$ cat src/rtl/mips_defs.sv
// Shared definitions for the multicycle MIPS datapath, ALU controller and main controller.
package mips_defs;

  // Opcodes decoded by the main controller (instruction[31:26])
  localparam logic [5:0] OP_RTYPE = 6'b000000;
  localparam logic [5:0] OP_LW    = 6'b100011;
  localparam logic [5:0] OP_SW    = 6'b101011;
  localparam logic [5:0] OP_BEQ   = 6'b000100;
  localparam logic [5:0] OP_ADDI  = 6'b001000;
  localparam logic [5:0] OP_J     = 6'b000010;

  // Main FSM states; the encodings are visible on the debug state port
  typedef enum logic [3:0] {
    S_FETCH   = 4'd0,
    S_DECODE  = 4'd1,
    S_MEMADR  = 4'd2,
    S_MEMRD   = 4'd3,
    S_MEMWB   = 4'd4,
    S_MEMWR   = 4'd5,
    S_RTYPEEX = 4'd6,
    S_RTYPEWB = 4'd7,
    S_BEQEX   = 4'd8,
    S_ADDIEX  = 4'd9,
    S_ADDIWB  = 4'd10,
    S_JEX     = 4'd11
  } state_t;

  // ALUOp codes sent to the ALU controller
  localparam logic [1:0] ALUOP_ADD   = 2'b00;
  localparam logic [1:0] ALUOP_SUB   = 2'b01;
  localparam logic [1:0] ALUOP_FUNCT = 2'b10;

  // Next-PC select codes
  localparam logic [1:0] PCSRC_ALU    = 2'b00;
  localparam logic [1:0] PCSRC_ALUOUT = 2'b01;
  localparam logic [1:0] PCSRC_JUMP   = 2'b10;

  // ALU operand B select codes
  localparam logic [1:0] SRCB_REGB  = 2'b00;
  localparam logic [1:0] SRCB_FOUR  = 2'b01;
  localparam logic [1:0] SRCB_IMM   = 2'b10;
  localparam logic [1:0] SRCB_IMMSH = 2'b11;

  // Bundle of all datapath strobes produced by the output decoder
  typedef struct packed {
    logic       pcWrite;
    logic       pcWriteCond;
    logic [1:0] pcSource;
    logic       iorD;
    logic       memRead;
    logic       memWrite;
    logic       memToReg;
    logic       irWrite;
    logic       regWrite;
    logic       regDst;
    logic       aluSrcA;
    logic [1:0] aluSrcB;
    logic [1:0] aluOp;
  } ctrlSig_t;

  // States whose exit to FETCH marks an instruction as retired
  function automatic logic isRetireState(input state_t s);
    return (s == S_MEMWB) || (s == S_MEMWR) || (s == S_RTYPEWB) ||
           (s == S_BEQEX) || (s == S_ADDIWB) || (s == S_JEX);
  endfunction

endpackage

$ cat src/rtl/ctrl_outdec.sv
// Combinational Moore decode of the controller state into datapath strobes.
// Only the FETCH strobes that commit the fetched word depend on memReady.
module ctrl_outdec
  import mips_defs::*;
(
  input  state_t   state,
  input  logic     memReady,
  output ctrlSig_t ctrl
);

  // Per-state strobe table; anything not set stays 0 (covers unreachable codes)
  always_comb begin
    ctrl = '0;
    case (state)
      S_FETCH: begin
        ctrl.memRead = 1'b1;
        ctrl.aluSrcB = SRCB_FOUR;
        ctrl.aluOp   = ALUOP_ADD;
        ctrl.irWrite = memReady;
        ctrl.pcWrite = memReady;
      end
      S_DECODE: begin
        ctrl.aluSrcB = SRCB_IMMSH;
        ctrl.aluOp   = ALUOP_ADD;
      end
      S_MEMADR: begin
        ctrl.aluSrcA = 1'b1;
        ctrl.aluSrcB = SRCB_IMM;
        ctrl.aluOp   = ALUOP_ADD;
      end
      S_MEMRD: begin
        ctrl.iorD    = 1'b1;
        ctrl.memRead = 1'b1;
      end
      S_MEMWB: begin
        ctrl.memToReg = 1'b1;
        ctrl.regWrite = 1'b1;
      end
      S_MEMWR: begin
        ctrl.iorD     = 1'b1;
        ctrl.memWrite = 1'b1;
      end
      S_RTYPEEX: begin
        ctrl.aluSrcA = 1'b1;
        ctrl.aluSrcB = SRCB_REGB;
        ctrl.aluOp   = ALUOP_FUNCT;
      end
      S_RTYPEWB: begin
        ctrl.regDst   = 1'b1;
        ctrl.regWrite = 1'b1;
      end
      S_BEQEX: begin
        ctrl.aluSrcA     = 1'b1;
        ctrl.aluSrcB     = SRCB_REGB;
        ctrl.aluOp       = ALUOP_SUB;
        ctrl.pcWriteCond = 1'b1;
        ctrl.pcSource    = PCSRC_ALUOUT;
      end
      S_ADDIEX: begin
        ctrl.aluSrcA = 1'b1;
        ctrl.aluSrcB = SRCB_IMM;
        ctrl.aluOp   = ALUOP_ADD;
      end
      S_ADDIWB: begin
        ctrl.regWrite = 1'b1;
      end
      S_JEX: begin
        ctrl.pcWrite  = 1'b1;
        ctrl.pcSource = PCSRC_JUMP;
      end
      default: ctrl = '0;
    endcase
  end

endmodule

$ cat src/rtl/controller.sv
// Multicycle MIPS main control FSM: state register, next-state logic and
// retired-instruction counter. Strobes come from ctrl_outdec and are forced
// to 0 while reset is high so no partial access leaks out after a reset edge.
module controller
  import mips_defs::*;
#(
  parameter int CNT_W = 32
)(
  input  logic             clk,
  input  logic             reset,
  input  logic [5:0]       op,
  input  logic             memReady,
  output logic             PCWrite,
  output logic             PCWriteCond,
  output logic [1:0]       PCSource,
  output logic             IorD,
  output logic             MemRead,
  output logic             MemWrite,
  output logic             MemToReg,
  output logic             IRWrite,
  output logic             RegWrite,
  output logic             RegDst,
  output logic             ALUSrcA,
  output logic [1:0]       ALUSrcB,
  output logic [1:0]       ALUOp,
  output logic             illegal,
  output logic [3:0]       state,
  output logic [CNT_W-1:0] instrCount
);

  state_t   curState;
  state_t   nextState;
  logic     illegalDec;
  ctrlSig_t decSig;
  ctrlSig_t outSig;

  ctrl_outdec uOutdec (
    .state    (curState),
    .memReady (memReady),
    .ctrl     (decSig)
  );

  // State register, reset straight back to FETCH
  always_ff @(posedge clk or posedge reset) begin
    if (reset) curState <= S_FETCH;
    else       curState <= nextState;
  end

  // Next-state selection; unknown opcodes in DECODE abandon the instruction
  always_comb begin
    nextState  = S_FETCH;
    illegalDec = 1'b0;
    case (curState)
      S_FETCH:   nextState = memReady ? S_DECODE : S_FETCH;
      S_DECODE: begin
        case (op)
          OP_LW, OP_SW: nextState = S_MEMADR;
          OP_RTYPE:     nextState = S_RTYPEEX;
          OP_BEQ:       nextState = S_BEQEX;
          OP_ADDI:      nextState = S_ADDIEX;
          OP_J:         nextState = S_JEX;
          default: begin
            nextState  = S_FETCH;
            illegalDec = 1'b1;
          end
        endcase
      end
      S_MEMADR:  nextState = (op == OP_SW) ? S_MEMWR : S_MEMRD;
      S_MEMRD:   nextState = memReady ? S_MEMWB : S_MEMRD;
      S_MEMWB:   nextState = S_FETCH;
      S_MEMWR:   nextState = memReady ? S_FETCH : S_MEMWR;
      S_RTYPEEX: nextState = S_RTYPEWB;
      S_RTYPEWB: nextState = S_FETCH;
      S_BEQEX:   nextState = S_FETCH;
      S_ADDIEX:  nextState = S_ADDIWB;
      S_ADDIWB:  nextState = S_FETCH;
      S_JEX:     nextState = S_FETCH;
      default:   nextState = S_FETCH;
    endcase
  end

  // Count an instruction each time a final state hands back to FETCH
  always_ff @(posedge clk or posedge reset) begin
    if (reset)
      instrCount <= '0;
    else if (isRetireState(curState) && (nextState == S_FETCH))
      instrCount <= instrCount + {{(CNT_W-1){1'b0}}, 1'b1};
  end

  // Silence every strobe while reset is held
  always_comb begin
    outSig = reset ? '0 : decSig;
  end

  assign PCWrite     = outSig.pcWrite;
  assign PCWriteCond = outSig.pcWriteCond;
  assign PCSource    = outSig.pcSource;
  assign IorD        = outSig.iorD;
  assign MemRead     = outSig.memRead;
  assign MemWrite    = outSig.memWrite;
  assign MemToReg    = outSig.memToReg;
  assign IRWrite     = outSig.irWrite;
  assign RegWrite    = outSig.regWrite;
  assign RegDst      = outSig.regDst;
  assign ALUSrcA     = outSig.aluSrcA;
  assign ALUSrcB     = outSig.aluSrcB;
  assign ALUOp       = outSig.aluOp;
  assign illegal     = illegalDec & ~reset;
  assign state       = curState;

endmodule

$ cat config.mk
export PLATFORM = sky130hd
export DESIGN_NAME = controller
export DESIGN_NICKNAME = d
export VERILOG_FILES = /design/src/rtl/mips_defs.sv /design/src/rtl/ctrl_outdec.sv /design/src/rtl/controller.sv
export SDC_FILE = /design/constraint.sdc
export NUM_CORES = 1
export LEC_CHECK = 0
export BUFFER_PORTS_ARGS = -buffer_cell sky130_fd_sc_hd__buf_2
export CAP_MARGIN = 20
export CORE_MARGIN = 5
export CORE_UTILIZATION = 35
export CTS_CLUSTER_DIAMETER = 100
export DETAILED_ROUTE_END_ITERATION = 10
export SLEW_MARGIN = 20
export SYNTH_ARGS = -nofsm -noshare
export SYNTH_HDL_FRONTEND = slang
export SYNTH_HIERARCHICAL = 1
export SYNTH_SLANG_ARGS = --single-unit
$ cat constraint.sdc
create_clock -name clk -period 1.5 [get_ports clk]
set_input_delay 0.075 -clock clk [delete_from_list [all_inputs] [get_ports clk]]
set_output_delay 0.075 -clock clk [all_outputs]
set_load 0.05 [all_outputs]
==> run metrics, run 1 <==
outcome=complete, but fails checks; failing checks=negative setup slack; DRT Pass-1 Iters=4; Syn Nets=233; EDFF count, synth=0; post-synthesis cell type count=43; Post-Syn Instances=223; critical path required time=1.42 ns; critical path cell sequence=or4b_4 > a21oi_2 > nor2b_4 > buf_6; Main synth FF type=dfrtp_1; cts bufs inserted=5; RSZ-0062 raised after global routing=true; clock sink count=36; reg2reg start=state[0]; Setup TNS=-10.63 ns; Die Ht=88.4 um; routability congestion estimate=0.769; Max Fclk=0.540 GHz; critical path arrival=1.78 ns; Slew Viols, Final=0; largest net degree at the start of global routing=37; hold_buf cts=0; Hold Path Origin=op[5]; Mapped Area=0.00215 mm2; CTS max path bufs=2; static leakage=1.74 nW; dpl hpwl=4.14 mm; CTS root buf=clkbuf_8; Worst R2R Path Depth=7; synth-to-layout area growth=75.8%; layout cells sized above 1=64.8%; drt initial violations=41; Post-Route WL=6.16 mm; Reg2Reg Setup Slack=-0.29 ns; Min-Delay Endpoint=state[0]; Pwr Density=1300 mW/mm2; Least-Margin Pin Slew=0.427 ns; port bufs=61; Post-synth ARST share=100%; Post-Place Worst Slack=-0.282 ns; Layout Skew=0.00921 ns; Max VDD drop=0.00107 V; post-route ant nets=0; Initial Util=36.1%; number of global-route vias before repair=2125; met2 Use GR=27.3%; number of diodes=0; Worst path slowest cell=or4b_4; crit path capture type=output port; Mapped Avg Cell Area=9.64 um2; via count=2100; global-route wire length before repair=9.83 mm; routed vias/inst=4.95; commonest non-fill, non-tap cell in the layout=buf_4; num rows=28; htree depth=2; commonest non-fill, non-tap cells in the layout=buf_4 (50), buf_2 (44), xnor2_1 (22), buf_6 (22), dfrtp_1 (20); final core occ=63.5%; R2R Path End=instrCount[8]; die width=88.4 um; Slew headroom=71.3%; GRT Util Overall=15.8%; final-report setup violation count=49; slowest stage delay, CP=0.54 ns; wire per inst=14.5 um; minimum clock period after layout=1.85 ns; final worst slack=-0.353 ns; fillcell total=511; Hold Path Class=primary input to flip-flop; Ys Warns=6; TritonCTS clock tree=yes; worst hold path depth=4; die area=0.00781 mm2; final hold violation count=0; grt ovf=0; sequential cell area fraction in the yosys report=41.9%; kind of critical path=flip-flop to output port; routing usage on met3=3.26%; Yosys reg bits=36; hold_ws=0.170 ns; CP Max Fanout=4; # DRC=0; Skew-Pair Late Insertion Delay=0.28 ns; GRT Max-Usage Layer=met2; core box area=0.00596 mm2; initial antenna violation count=0; io pins=62; Final nets=358; Tcrit/Tclk final=124%; Startpoint Class=flip-flop; clk slew on worst S/H paths=0.08 ns; met1 usage=20.8%; Max Cap Violations=0
-- state kept, by name, indices dropped and copies added, names as in the netlist --
signal	flops
instrCount	32
state	4
-- per-stage QoR --
stage / cell area (um2) / total power, mW / cells
floorplan: 2360 / 2.57 / 223
global placement: 3090 / 3.12 / 400
detailed placement: 3090 / 3.14 / 400
CTS: 3610 / 4.70 / 419
global route: 3780 / 5.16 / 424
finish: 3780 / 4.92 / 424
-- synth_stat cells, drive strengths merged, types with 5 or more instances --
library cell	n	area share (%)
nor2	14	2.4
and3	5	1.7
buf	8	2.7
nand4	13	3.8
dfrtp	36	42
xnor2	23	9.4
nor3	14	3.3
o21ai	6	1.4
nand3	16	3.7
nand2b	5	1.6
xor2	11	4.5
nand2	12	2.1
nor2b	17	5.1
-- logic make-up after synthesis --
family	Yosys count	synth area share, %
flip-flops	36	41.9
AO/OA/AOI/OAI	18	5.82
multiplexers	2	1.05
buffers and inverters	14	3.72
AND/OR/NAND/NOR	118	33.1
adder cells (fa/ha/maj)	1	0.582
XOR/XNOR	34	13.8
-- metal layers --
layer | wire length [um] | vias up | share of wire [%]
met5 | 0 | - | 0
met2 | 3150 | 56 | 51
met3 | 304 | 5 | 4.9
met1 | 2670 | 1000 | 43
li1 | - | 1039 | -
met4 | 33 | 0 | 0.54
-- final cells by class --
cell class                 instances  area [um2]  share of cell area [%]
clock buffer                       6        72.6                    1.92
multi-input combinational        173        1590                    42.0
tap                               75        93.8                    2.48
sequential                        36         923                    24.4
timing repair buffer             129        1060                    28.0
inverter                           3        11.3                   0.298
clock inverter                     2        35.0                   0.927
-- critical path, delay by kind of cell (launching register included) --
kind / cells / cell delay [ns]
and+or+nand+nor: 2 / 0.69
DFF: 1 / 0.50
buffers and inverters: 1 / 0.16
AOI/OAI and AO/OA: 1 / 0.14
-- repair_timing --
action                     4_1_cts  5_1_grt
setup endpoints to repair       48       52
pin swaps                       27       16
gates resized for setup         76       32
buffers inserted                11        6
-- power by group --
group          switching, mW  internal, mW
combinational           1.54          1.40
sequential            0.0741          1.07
clock                  0.347         0.494
-- worst max path at each step --
| stage | start | endpoint | slack [ns] |
|---|---|---|---|
| 2_1_floorplan | state[1] | illegal | -0.30 |
| 3_3_place_gp | state[2] | instrCount[26] | -0.20 |
| 3_5_place_dp | state[2] | instrCount[26] | -0.28 |
| 4_1_cts | state[0] | PCWrite | -0.36 |
| 5_1_grt | state[0] | PCWrite | -0.40 |
| 6_report | state[0] | PCWrite | -0.35 |
Note: power is estimated with default switching activity, not from simulation.
==> run 2: changes to the inputs <==
--- a/config.mk
+++ b/config.mk
@@ -8,9 +8,10 @@
 export BUFFER_PORTS_ARGS = -buffer_cell sky130_fd_sc_hd__buf_2
 export CAP_MARGIN = 20
 export CORE_MARGIN = 5
-export CORE_UTILIZATION = 35
+export CORE_UTILIZATION = 40
 export CTS_CLUSTER_DIAMETER = 100
 export DETAILED_ROUTE_END_ITERATION = 10
+export PLACE_DENSITY = 0.67
 export SLEW_MARGIN = 20
 export SYNTH_ARGS = -nofsm -noshare
 export SYNTH_HDL_FRONTEND = slang
==> constraint.sdc (replaced) <==
create_clock -name clk -period 1.5 [get_ports clk]
set_input_delay 0.3 -clock clk [delete_from_list [all_inputs] [get_ports clk]]
set_output_delay 0.3 -clock clk [all_outputs]
set_load 0.05 [all_outputs]
==> run 2 against run 1 <==
Effect of this change:
- the flow still finishes with violations (negative setup slack)
- routed wire length up 28%
- fmax down 16%
- clock-buffer cell count down 1
- cell count up 2.8%
- total power up 6.4%
- utilization up 14 points
- flip-flop and latch count unchanged
- sequential power up 4%
==> run metrics, run 2 (synthesized netlist as in run 1, its figures left out) <==
layout cells sized above 1=67.2%; Hold Path Class=primary input to asynchronous set/reset pin; RSZ-0062 raised after global routing=true; fin area=0.00401 mm2; # DRC=0; initial antenna violation count=0; DRT Pass-1 Iters=4; met1 usage=21.2%; placed inst area=0.00321 mm2; grt ovf=0; final-report setup violation count=52; Reg2Reg Setup Slack=-0.44 ns; Tcrit/Tclk final=146%; core box area=0.00517 mm2; Biggest register=instrCount; routing usage on met3=4.65%; Max Fclk=0.455 GHz; clock sink count=36; die width=83.3 um; critical path required time=1.20 ns; CTS max path bufs=2; Startpoint Class=flip-flop; Die Ht=83.3 um; number of diodes=0; max reg flops=32; via count=2278; number of global-route vias before repair=2357; routability congestion estimate=0.820; TritonCTS clock tree=yes; commonest non-fill, non-tap cell in the layout=buf_4; Max VDD drop=0.000815 V; Slew headroom=67.3%; wire per inst=18.1 um; post-route ant nets=0; met2 Use GR=37.9%; reg2reg start=state[0]; synth-to-layout area growth=86.4%; Max Cap Violations=0; drt initial violations=67; io pins=62; dpl hpwl=4.34 mm; Worst path slowest cell=or4b_4; hold_ws=0.434 ns; cts bufs inserted=5; Slew Viols, Final=0; outcome=complete, but fails checks; failing checks=negative setup slack; num rows=26; final core occ=77.5%; critical path arrival=1.90 ns; Skew-Pair Late Insertion Delay=0.29 ns; Pwr Density=1310 mW/mm2; Least-Margin Pin Slew=0.486 ns; Post-Route WL=7.87 mm; commonest non-fill, non-tap cells in the layout=buf_4 (62), buf_2 (41), buf_6 (22); GRT Util Overall=20.1%; crit path capture type=output port; Setup TNS=-21.27 ns; global-route wire length before repair=11.4 mm; largest net degree at the start of global routing=31; htree depth=2; GRT Max-Usage Layer=met2; minimum clock period after layout=2.20 ns; final hold violation count=0; clk slew on worst S/H paths=0.08 ns; CTS root buf=clkbuf_8; die area=0.00694 mm2; Initial Util=41.6%; CP Launch Point=state[0]; kind of critical path=flip-flop to output port; critical path cell sequence=or4b_4 > a21oi_4 > nor2b_4 > buf_8; CP Max Fanout=4; port bufs=61; routed vias/inst=5.22; Final nets=375; slowest stage delay, CP=0.56 ns; Layout Skew=0.00894 ns; static leakage=1.85 nW; final worst slack=-0.696 ns
-- run 2: cell count changes in the layout (fill, tap and decap cells not counted), sizes merged --
cell / delta
buf: +16
clkinvlp: +1
-- run 2: repair_timing --
action	in CTS	in global routing
gates resized for setup	78	42
setup endpoints to repair	54	55
hold buffers	0	0
setup buffers	12	10
pin swaps	24	13
cloned	1	1
-- run 2: through the flow --
step	std cells	total power, mW	setup WS (ns)
after floorplan	223	2.59	-0.525
after global placement	406	3.16	-0.354
after detailed placement	406	3.19	-0.373
after CTS	426	4.70	-0.551
after global routing	436	5.44	-0.729
final	436	5.23	-0.696
-- run 2: path summary, 6_finish.rpt --
path                       depth (start not counted)             end
hold / removal                                     4        state[0]
setup reg to reg                                   9  instrCount[16]
hold reg to reg                                    1  instrCount[31]
setup / recovery                                   4         PCWrite
min in group clk                                   4        state[1]
max in group asynchronous                          4   instrCount[8]
-- run 2: cell type report --
type / count / area, um2
Tap cell: 70 / 87.6
Fill cell: 333 / 1160
Clock inverter: 3 / 42.5
Timing Repair Buffer: 146 / 1250
Inverter: 3 / 11.3
Clock buffer: 5 / 68.8
Sequential cell: 36 / 926
Multi-Input combinational cell: 173 / 1620
-- run 2: report_power, final --
group,switching [mW],leakage [nW],total (mW),internal [mW]
clock,0.367,0.0541,0.859,0.492
sequential,0.106,0.468,1.18,1.07
combinational,1.69,1.33,3.20,1.51
total,2.16,1.85,5.23,3.07
-- run 2: layer usage --
metal / wire length [um] / vias to the layer above
li1: - / 1078
met1: 2930 / 1106
met2: 4330 / 74
met3: 333 / 20
met4: 276 / 0
met5: 0 / -
-- run 2: worst max-delay path: cells and delay by family, from the launching register on --
family | cells | cell delay, ns
simple gates | 2 | 0.76
flops | 1 | 0.51
compound gates | 1 | 0.17
buf+inv | 1 | 0.16
==> run 3: changes to the inputs <==
--- a/config.mk
+++ b/config.mk
@@ -15,5 +15,4 @@
 export SLEW_MARGIN = 20
 export SYNTH_ARGS = -nofsm -noshare
 export SYNTH_HDL_FRONTEND = slang
-export SYNTH_HIERARCHICAL = 1
 export SYNTH_SLANG_ARGS = --single-unit
==> run 3 against run 2 <==
Effect of this change:
- cell area shrank 1.6%
- clock skew fell by 0.0034 ns
- combinational power rose by 4%
- routed wire length is 3.5% lower
- synthesized cell count fell by 8.1%
- sequential share of layout area barely moved
- sequential power increased by 3%
- largest cell class unchanged
- die area fell by 5.8%
- the run still ends with negative setup slack left
- worst setup slack improved by 0.19 ns
==> run metrics, run 3 <==
outcome=complete, but fails checks; failing checks=negative setup slack; Max VDD drop=0.00115 V; dpl hpwl=4.00 mm; Initial Util=42.0%; static leakage=1.89 nW; Hold Path Class=primary input to asynchronous set/reset pin; io pins=62; fin area=0.00395 mm2; CP endpoint=instrCount[13]; critical path arrival=2.22 ns; hold_buf cts=0; die width=80.9 um; number of global-route vias before repair=2192; Worst path slowest cell=or4_4; Mapped Area=0.00201 mm2; core box area=0.00479 mm2; R2R Path End=instrCount[13]; leading post-synthesis cells by cell area=dfrtp_1 (45%), xnor2_1 (8.7%), xor2_1 (6.1%); Max Cap Violations=0; critical path required time=1.72 ns; reg2reg start=state[0]; max reg flops=32; commonest cells in the synthesized netlist=dfrtp_1 (36), xnor2_1 (20), nor2_1 (15); commonest non-fill, non-tap cell in the layout=buf_4; Slew headroom=51.5%; Syn Nets=215; layout cells sized above 1=68.3%; Final nets=365; clk slew on worst S/H paths=0.08 ns; post-route ant nets=0; crit path capture type=flip-flop; GRT Util Overall=22.1%; routability congestion estimate=0.835; Main synth FF type=dfrtp_1; number of diodes=0; Pwr Density=1350 mW/mm2; port bufs=61; Least-Margin Pin Slew=0.722 ns; Ys Warns=0; drt initial violations=174; Max Fclk=0.500 GHz; cts bufs inserted=5; Post-Place Worst Slack=-0.349 ns; final hold violation count=0; Post-Syn Instances=205; Yosys reg bits=36; RSZ-0062 raised after global routing=true; Mapped Avg Cell Area=9.80 um2; Slew Viols, Final=0; post-synthesis cell type count=42; Worst R2R Path Depth=7; initial antenna violation count=0; Setup TNS=-17.62 ns; Post-synth ARST share=100%; via count=2236; Die Ht=80.9 um; Skew-Pair Late Insertion Delay=0.30 ns; CTS max path bufs=2; wire per inst=18.0 um; commonest non-fill, non-tap cells in the layout=buf_4 (58), buf_6 (41), buf_2 (40); largest net degree at the start of global routing=37; kind of critical path=flip-flop to flip-flop; critical path cell sequence=or2b_4 > buf_6 > nor2_4 > or4_4 > buf_12 > nor3b_2 > xor2_1; grt ovf=0; placed inst area=0.00305 mm2; CTS root buf=clkbuf_8; top-count cell post-synth=dfrtp_1; Synth area leader=dfrtp_1; minimum clock period after layout=2.00 ns; TritonCTS clock tree=yes; EDFF count, synth=0; final-report setup violation count=53; num rows=25; Layout Skew=0.00554 ns; sequential cell area fraction in the yosys report=44.8%; total power=5.31 mW; clock sink count=36; final worst slack=-0.502 ns; Yosys top cell area share=44.8%; Reg2Reg Setup Slack=-0.50 ns; Biggest register=instrCount; routed vias/inst=5.29; # DRC=0; CP Launch Point=state[0]; die area=0.00654 mm2; synth-to-layout area growth=96.4%; CP Max Fanout=7; hold_ws=0.457 ns; htree depth=2; Post-Route WL=7.60 mm; DRT Pass-1 Iters=4; slowest stage delay, CP=0.57 ns; Startpoint Class=flip-flop; Tcrit/Tclk final=133%; global-route wire length before repair=11.2 mm
[run 3: report_power, final]
group / switching [mW] / internal (mW) / leakage (nW)
Clock: 0.390 / 0.376 / 0.0516
Combinational: 1.82 / 1.50 / 1.40
Sequential: 0.119 / 1.10 / 0.446
[run 3: logic make-up (layout without fill, tap and decap cells)]
group | after synthesis | count (layout) | synth area share, %
mux | 1 | 1 | 0.560
simple gates | 98 | 98 | 28.6
xor+xnor | 34 | 34 | 14.8
compound gates | 21 | 21 | 7.22
fa+ha+maj | 1 | 1 | 0.623
buf+inv | 14 | 165 | 3.30
flops | 36 | 36 | 44.8
[run 3: cell type report]
cell class	count	area, um2
multi-input cells	155	1510
repair buffers	152	1320
flip-flops and latches	36	913
fillers	255	840
well taps	67	83.8
clock buffers	6	82.6
inverters	5	22.5
clock inverters	2	13.8
[run 3: worst min path at each step]
stage | endpoint | slack, ns | cells after the start
after floorplan | instrCount[10] | 0.46 | 2
after global placement | instrCount[31] | 0.46 | 1
after detailed placement | instrCount[31] | 0.46 | 1
after CTS | instrCount[31] | 0.47 | 1
after global routing | instrCount[31] | 0.50 | 1
final | instrCount[20] | 0.46 | 4
[run 3: worst max-delay path: cells and delay by family, from the launching register on]
| kind | cells | cell delay [ns] |
|---|---|---|
| xor gates and xnor gates | 1 | 0.17 |
| buffers and inverters | 2 | 0.29 |
| DFF | 1 | 0.44 |
| and+or+nand+nor | 4 | 1.04 |
[run 3: stage by stage]
step                util (%)  instances
floorplan                  -        205
global placement        63.7        388
detailed placement      63.7        388
CTS                     76.9        409
global route            82.5        423
finish                  82.5        423
[run 3: repair_timing]
action                                  in CTS  in global routing
gates resized for setup                    106                 39
pin swaps                                   31                 28
gates cloned                                 1                  1
endpoints found under the setup margin      48                 53
hold endpoints to repair                     0                  0
buffers inserted                            12                 17
[run 3: layer usage]
metal	vias up	GRT usage (%)	share of wire (%)
met4	0	5.41	2.6
met2	88	37.1	51
li1	1026	-	-
met3	29	4.10	5.6
met1	1093	29.5	41
met5	-	0	0
